`src/rtl/d5m_frame_gen_pkg.sv`:
```
// Shared types and constants for the synthetic D5M frame generator.
// Contents:
//   COORD_W    - width of the x/y coordinate outputs
//   state_e    - frame-timing FSM states
//   pattern_e  - test pattern selector encoding
package d5m_frame_gen_pkg;

    localparam int COORD_W = 16;

    typedef enum logic [2:0] {
        ST_IDLE,
        ST_FRONT,
        ST_LINE,
        ST_HBLANK,
        ST_VBLANK
    } state_e;

    typedef enum logic [1:0] {
        PAT_HRAMP = 2'b00,
        PAT_DRAMP = 2'b01,
        PAT_CHECK = 2'b10,
        PAT_CONST = 2'b11
    } pattern_e;

endpackage

```
`src/rtl/d5m_frame_gen_if.sv`:
```
// Control and video bus of the synthetic D5M source.
// Control (into the generator): start, stop, frames[15:0], pattern[1:0], const_val.
// Video/status (out of the generator): fvalid, lvalid, data, x, y, eof,
//   frame_cnt[15:0], busy.
// Modports: master = the generator, slave = the consumer / bench side.
interface d5m_frame_gen_if #(
    parameter int DATA_WIDTH = 12
) ();
    import d5m_frame_gen_pkg::*;

    logic                  start;
    logic                  stop;
    logic [15:0]           frames;
    logic [1:0]            pattern;
    logic [DATA_WIDTH-1:0] const_val;

    logic                  fvalid;
    logic                  lvalid;
    logic [DATA_WIDTH-1:0] data;
    logic [COORD_W-1:0]    x;
    logic [COORD_W-1:0]    y;
    logic                  eof;
    logic [15:0]           frame_cnt;
    logic                  busy;

    modport master (
        input  start, stop, frames, pattern, const_val,
        output fvalid, lvalid, data, x, y, eof, frame_cnt, busy
    );

    modport slave (
        output start, stop, frames, pattern, const_val,
        input  fvalid, lvalid, data, x, y, eof, frame_cnt, busy
    );

endinterface

```
`src/rtl/d5m_pattern_gen.sv`:
```
// Registered test-pattern pixel generator.
// Ports:
//   pixclk, reset   - clock, synchronous active-high reset
//   lvalid_i        - next-cycle line valid; data is forced to 0 when low
//   x_i, y_i        - next-cycle pixel coordinates
//   pattern_i       - pattern latched for the current frame
//   const_val_i     - constant value for PAT_CONST
//   data_o          - registered pixel, aligned with the registered lvalid/x/y
module d5m_pattern_gen
    import d5m_frame_gen_pkg::*;
#(
    parameter int DATA_WIDTH = 12
) (
    input  logic                  pixclk,
    input  logic                  reset,
    input  logic                  lvalid_i,
    input  logic [COORD_W-1:0]    x_i,
    input  logic [COORD_W-1:0]    y_i,
    input  pattern_e              pattern_i,
    input  logic [DATA_WIDTH-1:0] const_val_i,
    output logic [DATA_WIDTH-1:0] data_o
);

    function automatic logic [DATA_WIDTH-1:0] pixel(
        input pattern_e              pat,
        input logic [COORD_W-1:0]    px,
        input logic [COORD_W-1:0]    py,
        input logic [DATA_WIDTH-1:0] cval
    );
        logic [COORD_W:0]      sum;
        logic [DATA_WIDTH-1:0] res;
        sum = {1'b0, px} + {1'b0, py};
        case (pat)
            PAT_HRAMP: res = DATA_WIDTH'(px);
            PAT_DRAMP: res = DATA_WIDTH'(sum);
            PAT_CHECK: res = (px[3] ^ py[3]) ? '1 : '0;
            PAT_CONST: res = cval;
            default:   res = '0;
        endcase
        return res;
    endfunction

    logic [DATA_WIDTH-1:0] data_q;

    always_ff @(posedge pixclk) begin
        if (reset) begin
            data_q <= '0;
        end else begin
            data_q <= lvalid_i ? pixel(pattern_i, x_i, y_i, const_val_i) : '0;
        end
    end

    assign data_o = data_q;

endmodule

```
`src/rtl/d5m_frame_gen.sv`:
```
// Synthetic D5M camera source: fvalid/lvalid/raw-pixel timing with
// programmable geometry, blanking and test patterns.
// Ports:
//   pixclk  - single clock, all logic on its rising edge
//   reset   - synchronous, active-high
//   vid     - d5m_frame_gen_if.master: start/stop/frames/pattern/const_val in,
//             fvalid/lvalid/data/x/y/eof/frame_cnt/busy out (all registered)
module d5m_frame_gen
    import d5m_frame_gen_pkg::*;
#(
    parameter int DATA_WIDTH = 12,
    parameter int IMG_WIDTH  = 640,
    parameter int IMG_HEIGHT = 480,
    parameter int H_BLANK    = 16,
    parameter int V_BLANK    = 8
) (
    input  logic              pixclk,
    input  logic              reset,
    d5m_frame_gen_if.master   vid
);

    localparam logic [15:0]        HB_LAST = 16'(H_BLANK - 1);
    localparam logic [15:0]        VB_LAST = 16'(V_BLANK - 1);
    localparam logic [COORD_W-1:0] X_LAST  = COORD_W'(IMG_WIDTH - 1);
    localparam logic [COORD_W-1:0] Y_LAST  = COORD_W'(IMG_HEIGHT - 1);

    state_e                state_q, state_d;
    logic [15:0]           cnt_q, cnt_d;
    logic [COORD_W-1:0]    x_q, x_d;
    logic [COORD_W-1:0]    y_q, y_d;
    logic [15:0]           frames_q, frames_d;
    logic [15:0]           frame_cnt_q, frame_cnt_d;
    logic                  stop_pend_q, stop_pend_d;
    pattern_e              pat_q, pat_d;
    logic [DATA_WIDTH-1:0] cval_q, cval_d;
    logic                  fvalid_q, fvalid_d;
    logic                  lvalid_q, lvalid_d;
    logic                  eof_q, eof_d;
    logic                  busy_q, busy_d;
    logic [DATA_WIDTH-1:0] data_q;

    always_comb begin
        state_d     = state_q;
        cnt_d       = cnt_q;
        x_d         = '0;
        y_d         = y_q;
        frames_d    = frames_q;
        frame_cnt_d = frame_cnt_q;
        stop_pend_d = stop_pend_q;
        pat_d       = pat_q;
        cval_d      = cval_q;

        // eof_q is the last pixel, so the count steps on the following cycle.
        if (eof_q) begin
            frame_cnt_d = frame_cnt_q + 16'd1;
        end
        if (state_q != ST_IDLE && vid.stop) begin
            stop_pend_d = 1'b1;
        end

        case (state_q)
            ST_IDLE: begin
                y_d = '0;
                if (vid.start) begin
                    state_d     = ST_FRONT;
                    cnt_d       = '0;
                    frames_d    = vid.frames;
                    frame_cnt_d = '0;
                    stop_pend_d = 1'b0;
                end
            end
            ST_FRONT: begin
                if (cnt_q == HB_LAST) begin
                    state_d = ST_LINE;
                    cnt_d   = '0;
                end else begin
                    cnt_d = cnt_q + 16'd1;
                end
            end
            ST_LINE: begin
                if (x_q == X_LAST) begin
                    cnt_d = '0;
                    if (y_q == Y_LAST) begin
                        state_d = ST_VBLANK;
                        y_d     = '0;
                    end else begin
                        state_d = ST_HBLANK;
                    end
                end else begin
                    x_d = x_q + 1'b1;
                end
            end
            ST_HBLANK: begin
                if (cnt_q == HB_LAST) begin
                    state_d = ST_LINE;
                    cnt_d   = '0;
                    y_d     = y_q + 1'b1;
                end else begin
                    cnt_d = cnt_q + 16'd1;
                end
            end
            ST_VBLANK: begin
                if (cnt_q == VB_LAST) begin
                    cnt_d = '0;
                    // frame_cnt_q already includes the frame just finished.
                    if ((frames_q == 16'd0 || frame_cnt_q < frames_q) && !stop_pend_d) begin
                        state_d = ST_FRONT;
                    end else begin
                        state_d = ST_IDLE;
                    end
                end else begin
                    cnt_d = cnt_q + 16'd1;
                end
            end
            default: state_d = ST_IDLE;
        endcase

        // Pattern settings are frozen for the whole frame from FRONT entry.
        if (state_d == ST_FRONT && state_q != ST_FRONT) begin
            pat_d  = pattern_e'(vid.pattern);
            cval_d = vid.const_val;
        end

        fvalid_d = (state_d == ST_FRONT) || (state_d == ST_LINE) || (state_d == ST_HBLANK);
        lvalid_d = (state_d == ST_LINE);
        eof_d    = lvalid_d && (x_d == X_LAST) && (y_d == Y_LAST);
        busy_d   = (state_d != ST_IDLE);
    end

    always_ff @(posedge pixclk) begin
        if (reset) begin
            state_q     <= ST_IDLE;
            cnt_q       <= '0;
            x_q         <= '0;
            y_q         <= '0;
            frames_q    <= '0;
            frame_cnt_q <= '0;
            stop_pend_q <= 1'b0;
            pat_q       <= PAT_HRAMP;
            cval_q      <= '0;
            fvalid_q    <= 1'b0;
            lvalid_q    <= 1'b0;
            eof_q       <= 1'b0;
            busy_q      <= 1'b0;
        end else begin
            state_q     <= state_d;
            cnt_q       <= cnt_d;
            x_q         <= x_d;
            y_q         <= y_d;
            frames_q    <= frames_d;
            frame_cnt_q <= frame_cnt_d;
            stop_pend_q <= stop_pend_d;
            pat_q       <= pat_d;
            cval_q      <= cval_d;
            fvalid_q    <= fvalid_d;
            lvalid_q    <= lvalid_d;
            eof_q       <= eof_d;
            busy_q      <= busy_d;
        end
    end

    // Fed with next-cycle coordinates so the registered pixel lines up with x_q/y_q.
    d5m_pattern_gen #(
        .DATA_WIDTH (DATA_WIDTH)
    ) u_pat (
        .pixclk      (pixclk),
        .reset       (reset),
        .lvalid_i    (lvalid_d),
        .x_i         (x_d),
        .y_i         (y_d),
        .pattern_i   (pat_q),
        .const_val_i (cval_q),
        .data_o      (data_q)
    );

    assign vid.fvalid    = fvalid_q;
    assign vid.lvalid    = lvalid_q;
    assign vid.data      = data_q;
    assign vid.x         = x_q;
    assign vid.y         = y_q;
    assign vid.eof       = eof_q;
    assign vid.frame_cnt = frame_cnt_q;
    assign vid.busy      = busy_q;

endmodule

```
`src/flat_wrapper.sv`:
```
// flat-port wrapper written by rule: the top's interface ports become plain ports
module d5m_frame_gen_flat import d5m_frame_gen_pkg::*;
#(
    parameter int DATA_WIDTH = 12,
    parameter int IMG_WIDTH  = 640,
    parameter int IMG_HEIGHT = 480,
    parameter int H_BLANK    = 16,
    parameter int V_BLANK    = 8
)
  (pixclk, reset, vid_start, vid_stop, vid_frames, vid_pattern, vid_const_val, vid_fvalid, vid_lvalid, vid_data, vid_x, vid_y, vid_eof, vid_frame_cnt, vid_busy);
  d5m_frame_gen_if #(.DATA_WIDTH(DATA_WIDTH)) vid_i ();
  input  logic pixclk;
  input  logic reset;
  input wire logic [$bits(vid_i.start)-1:0] vid_start;
  input wire logic [$bits(vid_i.stop)-1:0] vid_stop;
  input wire logic [$bits(vid_i.frames)-1:0] vid_frames;
  input wire logic [$bits(vid_i.pattern)-1:0] vid_pattern;
  input wire logic [$bits(vid_i.const_val)-1:0] vid_const_val;
  output wire logic [$bits(vid_i.fvalid)-1:0] vid_fvalid;
  output wire logic [$bits(vid_i.lvalid)-1:0] vid_lvalid;
  output wire logic [$bits(vid_i.data)-1:0] vid_data;
  output wire logic [$bits(vid_i.x)-1:0] vid_x;
  output wire logic [$bits(vid_i.y)-1:0] vid_y;
  output wire logic [$bits(vid_i.eof)-1:0] vid_eof;
  output wire logic [$bits(vid_i.frame_cnt)-1:0] vid_frame_cnt;
  output wire logic [$bits(vid_i.busy)-1:0] vid_busy;
  assign vid_i.start = vid_start;
  assign vid_i.stop = vid_stop;
  assign vid_i.frames = vid_frames;
  assign vid_i.pattern = vid_pattern;
  assign vid_i.const_val = vid_const_val;
  assign vid_fvalid = vid_i.fvalid;
  assign vid_lvalid = vid_i.lvalid;
  assign vid_data = vid_i.data;
  assign vid_x = vid_i.x;
  assign vid_y = vid_i.y;
  assign vid_eof = vid_i.eof;
  assign vid_frame_cnt = vid_i.frame_cnt;
  assign vid_busy = vid_i.busy;
  d5m_frame_gen #(.DATA_WIDTH(DATA_WIDTH), .IMG_WIDTH(IMG_WIDTH), .IMG_HEIGHT(IMG_HEIGHT), .H_BLANK(H_BLANK), .V_BLANK(V_BLANK)) u_core (.pixclk(pixclk), .reset(reset), .vid(vid_i));
endmodule
```
`config.mk`:
```
export PLATFORM = sky130hd
export DESIGN_NAME = d5m_frame_gen_flat
export DESIGN_NICKNAME = d
export VERILOG_FILES = /design/src/rtl/d5m_frame_gen_pkg.sv /design/src/rtl/d5m_frame_gen_if.sv /design/src/rtl/d5m_pattern_gen.sv /design/src/rtl/d5m_frame_gen.sv /design/src/flat_wrapper.sv
export SDC_FILE = /design/constraint.sdc
export NUM_CORES = 1
export LEC_CHECK = 0
export BUFFER_PORTS_ARGS = -buffer_cell sky130_fd_sc_hd__buf_2
export CAP_MARGIN = 20
export CORE_ASPECT_RATIO = 1.2
export CORE_MARGIN = 4
export CORE_UTILIZATION = 54
export CTS_CLUSTER_DIAMETER = 120
export DETAILED_ROUTE_END_ITERATION = 7
export GPL_TIMING_DRIVEN = 0
export PLACE_DENSITY = 0.85
export SYNTH_ARGS = -nofsm -noshare
export SYNTH_HDL_FRONTEND = slang
export SYNTH_SLANG_ARGS = --single-unit
```
`constraint.sdc`:
```
create_clock -name pixclk -period 5.87 [get_ports pixclk]
set_clock_uncertainty 0.2 [all_clocks]
set_input_delay 0.587 -clock pixclk [delete_from_list [all_inputs] [get_ports pixclk]]
set_output_delay 0.587 -clock pixclk [all_outputs]
set_load 0.1 [all_outputs]
```
==> results of run 1 <==
[cells by family (layout without fill, tap and decap cells)]
kind of cell	after synthesis	count (layout)	synth area share (%)
simple gates	344	344	27.2
mux	18	18	3.34
flops	114	114	37.0
fa+ha+maj	31	31	6.36
buf+inv	69	198	4.36
xor+xnor	46	46	6.65
compound gates	143	143	15.2
[flip-flops by register name (all words and copies together), names as in the netlist, 3 cells and up]
| register | count |
|---|---|
| u_core.cval_q | 12 |
| u_core.frames_q | 16 |
| u_core.state_q | 3 |
| u_core.vid.y | 16 |
| u_core.vid.frame_cnt | 16 |
| u_core.u_pat.data_o | 12 |
| u_core.vid.x | 16 |
| u_core.cnt_q | 16 |
[area by class of cell]
class                           instances  area, um^2
Timing Repair Buffer                   97         485
Multi-Input combinational cell        582        3620
Inverter                               37         139
Fill cell                             873        3550
Clock buffer                           24         512
Buffer                                 32         130
Clock inverter                          8         170
Sequential cell                       114        2280
Tap cell                              154         193
[layout by cell type, fill, tap and decap left out, types with 17 or more instances in the layout]
cell	instances
a21oi_1	41
inv_1	36
xor2_1	27
ha_1	29
buf_2	99
nand4_1	18
nor3_1	21
nor2_1	90
clkbuf_16	17
nand2_1	104
nand3_1	25
dfxtp_1	114
clkbuf_1	28
xnor2_1	18
o21ai_0	32
[routing by layer]
layer  vias up  global-route usage, %  share of wire [%]  wire length [um]
li1       2931                      -                  -                 -
met1      2771                   30.0                 41              6750
met2       282                   42.7                 48              8020
met3        59                   5.36                6.9              1150
met4         0                   13.3                4.1               683
met5         -                      0                  0                 0
[where the power goes]
group	leakage, nW	switching [mW]	total (mW)	internal, mW
Combinational	2.01	0.0918	0.144	0.0518
Sequential	0.924	0.0122	0.806	0.793
Clock	0.329	0.360	1.18	0.820
Total	3.27	0.464	2.13	1.67
[how the worst max path moves through the flow]
stage	endpoint	cells past startpoint
5_1_grt	u_core.u_pat.data_o[11]	18
2_1_floorplan	u_core.u_pat.data_o[11]	18
6_report	u_core.u_pat.data_o[11]	18
3_3_place_gp	u_core.u_pat.data_o[11]	18
3_5_place_dp	u_core.u_pat.data_o[11]	18
4_1_cts	u_core.u_pat.data_o[11]	18
[metrics by stage]
step,util (%),hold slack [ps]
after floorplan,-,235
after global placement,61.8,254
after detailed placement,61.8,258
after CTS,68.0,197
after global routing,68.0,215
final,68.0,204
[worst max-delay path, cell delays in order (launching register included)]
cell	delay, ps
dfxtp_1	470
ha_1	280
nand4_1	290
or4_4	660
o21ai_4	270
nand2_1	150
clkbuf_1	260
o21ai_0	210
o21a_1	220
inv_1	60
ha_1	340
o21a_1	180
o21ai_0	200
a21oi_1	70
a211o_1	320
a31oi_2	270
o21ai_1	120
or4_1	470
nand3_1	90
==> results.ini, run 1 <==
[clock_tree]
cts-hold-fix-buffers = 0
clk_pin_slew_ps = 60
cts_setup_buffers = 0
numCtsBuffers = 17
cts-resized-gates = 0
clock-sinks = 114
cts_tree = done
root_buffer = clkbuf_16
h-tree-depth = 4
clk_latency_ps = 410
clk_path_buf_depth = 2

[hold_path]
hp-class = input pin to flip-flop
hold_path_depth = 3
hold-path-endpoint = u_core.cval_q[7]
hold_start = vid_const_val[7]

[global_route]
grt_first_pass_wirelength_mm = 27.4
grt_max_degree = 17
first_global_vias = 5787
track_usage_pct = 25.3
grt_overflow = 0
antenna_found_initial = 0

[synth]
ys_seq_elements = 114
synthTopCellsByCount = 114 x dfxtp_1, 104 x nand2_1, 90 x nor2_1
synth_edf_count = 0
yosysMostFrequentCell = dfxtp_1
ys_types = 67
synth-seq-area-share_pct = 37.0
yosys-top-cells-area = dfxtp_1 37%, nand2_1 6.3%, ha_1 5.9%
netlist_instances = 765
netlist_area_um2 = 6180
synthFlopType = dfxtp_1
netlist.area_leader.share_pct = 37.0
postSynthAreaPerCell_um2 = 8.07
syn_nets = 829
yosys.area.top_type = dfxtp_1
ys.warnings.count = 0
async_flop_share_pct = 0

[placed_design]
place_ws_ps = 826
place_area_um2 = 6850
place_hpwl_mm = 12.0
io_buffer_count = 97
dp_cells = 1016
gp_congestion = 0.926

[timing]
worst_slack_ps = 671
setup_viol = 0
fin_setup_tns_ps = 0
hold_viol = 0
slew_viol_final = 0
fmax_ghz = 0.192
fin_crit_sh_pct = 88.6
fin_crit_ps = 5200
slew_headroom_pct = 42.9
rsz0062_at_grt = no
worst_pin_slew_ps = 848

[die]
die_w_um = 106
initial_core_util_pct = 55.7
io_pins = 98
die-area_um2 = 13200
core_area_um2 = 11100
die_y_um = 125
rows = 42

[finish]
stdcell_count = 1048
fin_area_um2 = 7540
finalNetCount = 945
antenna_cells = 0
area_delta_synth_final_pct = 22.0
drive_above_1_share_pct = 17.0

[detailed_routing]
drtAntennaViolNets = 0
vias_per_cell = 5.77
num_vias = 6043
drtIter0Drc = 409
drc = 0
drt_pre_antenna_iters = 6
wl_per_cell_um = 15.8
route.final.wire_length_mm = 16.6

[worst_setup_path]
end_kind = flip-flop
reg2reg_depth = 18
worstSetupPathType = flip-flop to flip-flop
crit_arrival_ps = 5350
critPathLaunchType = flip-flop
critPathMaxFanout = 10
regToRegStartpoint = u_core.vid.x[0]
regToRegSetupSlack_ps = 670
r2r-end = u_core.u_pat.data_o[11]
startpoint = u_core.vid.x[0]
critPathRequiredTime_ps = 6020

[power_and_ir_drop]
p_leak_nw = 3.27
power.density_nw_per_um2 = 283
ir_drop_mv = 0.252
power_mw = 2.13

[run]
drv_cap = 0

[run_status]
status = finished clean

Power figures use the tool's default switching activity.
==> run 2: changes to the inputs <==
--- a/config.mk
+++ b/config.mk
@@ -13,6 +13,7 @@
 export CTS_CLUSTER_DIAMETER = 120
 export DETAILED_ROUTE_END_ITERATION = 7
 export GPL_TIMING_DRIVEN = 0
+export MAX_ROUTING_LAYER = met4
 export PLACE_DENSITY = 0.85
 export SYNTH_ARGS = -nofsm -noshare
 export SYNTH_HDL_FRONTEND = slang
==> run 2 against run 1 <==
  * Via count decreased by 0.51%
  * First-iteration DRC count increased by 20%
  * Clock power decreased by 18%
  * Global-route usage increased by 1.4 points
  * Utilization decreased by 1.2 points
  * Sequential power about the same
  * Design area decreased by 1.8%
  * Cell count decreased by 0.19%
  * Worst hold slack improved by 4.9 ps
  * Wire length increased by 1.2%
==> results.ini, run 2 (synthesis gave the netlist of run 1 again) <==
[power_and_ir_drop]
power.density_nw_per_um2 = 258
p_leak_nw = 3.21
ir_drop_mv = 0.179
power_mw = 1.91

[global_route]
grt.busiest_layer = met2
antenna_found_initial = 0
grt_use_met2_pct = 43.9
first_global_vias = 5751
track_usage_pct = 26.7
gr-usage-met1_pct = 31.3
grt_max_degree = 17
grt_first_pass_wirelength_mm = 28.0
grt_overflow = 0
grt.met3_usage_pct = 4.54

[timing]
fin_setup_tns_ps = 0
slew_headroom_pct = 42.5
fmax_ghz = 0.192
worst_pin_slew_ps = 860
setup_viol = 0
slew_viol_final = 0
rsz0062_at_grt = no
fin_crit_ps = 5220
hold_viol = 0
fin_crit_sh_pct = 89.0

[clock_tree]
cts-hold-fix-buffers = 0
clk_pin_slew_ps = 50
cts-resized-gates = 0
clock-sinks = 114
numCtsBuffers = 17
h-tree-depth = 4
clk_latency_ps = 410
root_buffer = clkbuf_16
cts_setup_buffers = 0
cts_tree = done
clk_path_buf_depth = 2

[finish]
multi_input_area_um2 = 3620
fin_area_um2 = 7400
area_delta_synth_final_pct = 19.8
drive_above_1_share_pct = 16.6
final_cell_mix = 114 x dfxtp_1, 104 x nand2_1, 99 x buf_2
fin_util_pct = 66.7
final_common_cell = dfxtp_1
register_area_um2 = 2280
antenna_cells = 0
stdcell_count = 1046
n_fill_cell = 957
finalNetCount = 945

[placed_design]
place_area_um2 = 6850
dp_cells = 1016
gp_congestion = 0.989
place_hpwl_mm = 12.4
io_buffer_count = 97

[worst_setup_path]
path_buf_inv = 2
regToRegStartpoint = u_core.vid.x[0]
crit_path_cell_trace = ha_1, nand4_1, or4_4, o21ai_4, nand2_1, clkbuf_1, o21ai_0, o21a_1, inv_1, ha_1, o21a_1, o21ai_0, nor2_1, a211o_1, a31oi_2, o21ai_1, or4_1, nand3_1
regToRegSetupSlack_ps = 650
cpMaxStageDelayCell = or4_4
crit_arrival_ps = 5370
critPathMaxFanout = 10
reg2reg_depth = 18
r2r-end = u_core.u_pat.data_o[11]
end_kind = flip-flop
slowest_delay_ps = 660
critPathLaunchType = flip-flop
critPathRequiredTime_ps = 6010
crit_family = compound AO/OA/AOI/OAI gates
worstSetupPathType = flip-flop to flip-flop

[detailed_routing]
drtAntennaViolNets = 0
drc = 0
vias_per_cell = 5.75
drt_pre_antenna_iters = 5
num_vias = 6012
wl_per_cell_um = 16.1
route.final.wire_length_mm = 16.8
drtIter0Drc = 492

[run_status]
status = finished clean

[die]
rows = 42
die_y_um = 125
die-area_um2 = 13200
core_area_um2 = 11100
io_pins = 98
die_w_um = 106
initial_core_util_pct = 55.7

[hold_path]
hold_start = vid_const_val[10]
hp-class = input pin to flip-flop
hold-path-endpoint = u_core.cval_q[10]
hold_path_depth = 3

[run]
drv_cap = 0

-- run 2: worst max path at each step --
stage | slack [ps] | startpoint | depth (start not counted) | to
final | 650 | u_core.vid.x[0] | 18 | u_core.u_pat.data_o[11]
after detailed placement | 820 | u_core.vid.x[0] | 18 | u_core.u_pat.data_o[11]
after global routing | 270 | u_core.vid.x[0] | 18 | u_core.u_pat.data_o[11]
after CTS | 730 | u_core.vid.x[0] | 18 | u_core.u_pat.data_o[11]
after floorplan | 620 | u_core.vid.x[0] | 18 | u_core.u_pat.data_o[11]
after global placement | 810 | u_core.vid.x[0] | 18 | u_core.u_pat.data_o[11]
-- run 2: final cells by class --
type	instances	share of cell area (%)
buffer	32	1.76
clock buffer	24	6.64
clock inverter	6	0.744
inverter	37	1.88
multi-input combinational	582	49.0
sequential	114	30.8
tap	154	2.60
timing repair buffer	97	6.56
-- run 2: routing by layer --
layer / up-vias / routed length (um)
li1: 2931 / -
met1: 2765 / 6850
met2: 261 / 8210
met3: 55 / 1070
met4: 0 / 671
met5: - / 0
-- run 2: stage by stage --
step                hold slack [ps]  setup WS (ps)
CTS                             206            732
global route                    217            271
floorplan                       235            615
global placement                255            810
detailed placement              264            824
finish                          209            649
-- run 2: worst register-to-register path, stage by stage (launching register included) --
cell	delay [ps]
dfxtp_1	450
ha_1	260
nand4_1	280
or4_4	660
o21ai_4	250
nand2_1	130
clkbuf_1	260
o21ai_0	240
o21a_1	210
inv_1	80
ha_1	340
o21a_1	190
o21ai_0	210
nor2_1	80
a211o_1	320
a31oi_2	280
o21ai_1	130
or4_1	470
nand3_1	100
-- run 2: power breakdown --
group          leakage (nW)  switching, mW  internal (mW)
logic                  2.01         0.0930         0.0519
registers             0.924         0.0121          0.794
clock network         0.275          0.345          0.617
total                  3.21          0.450           1.46
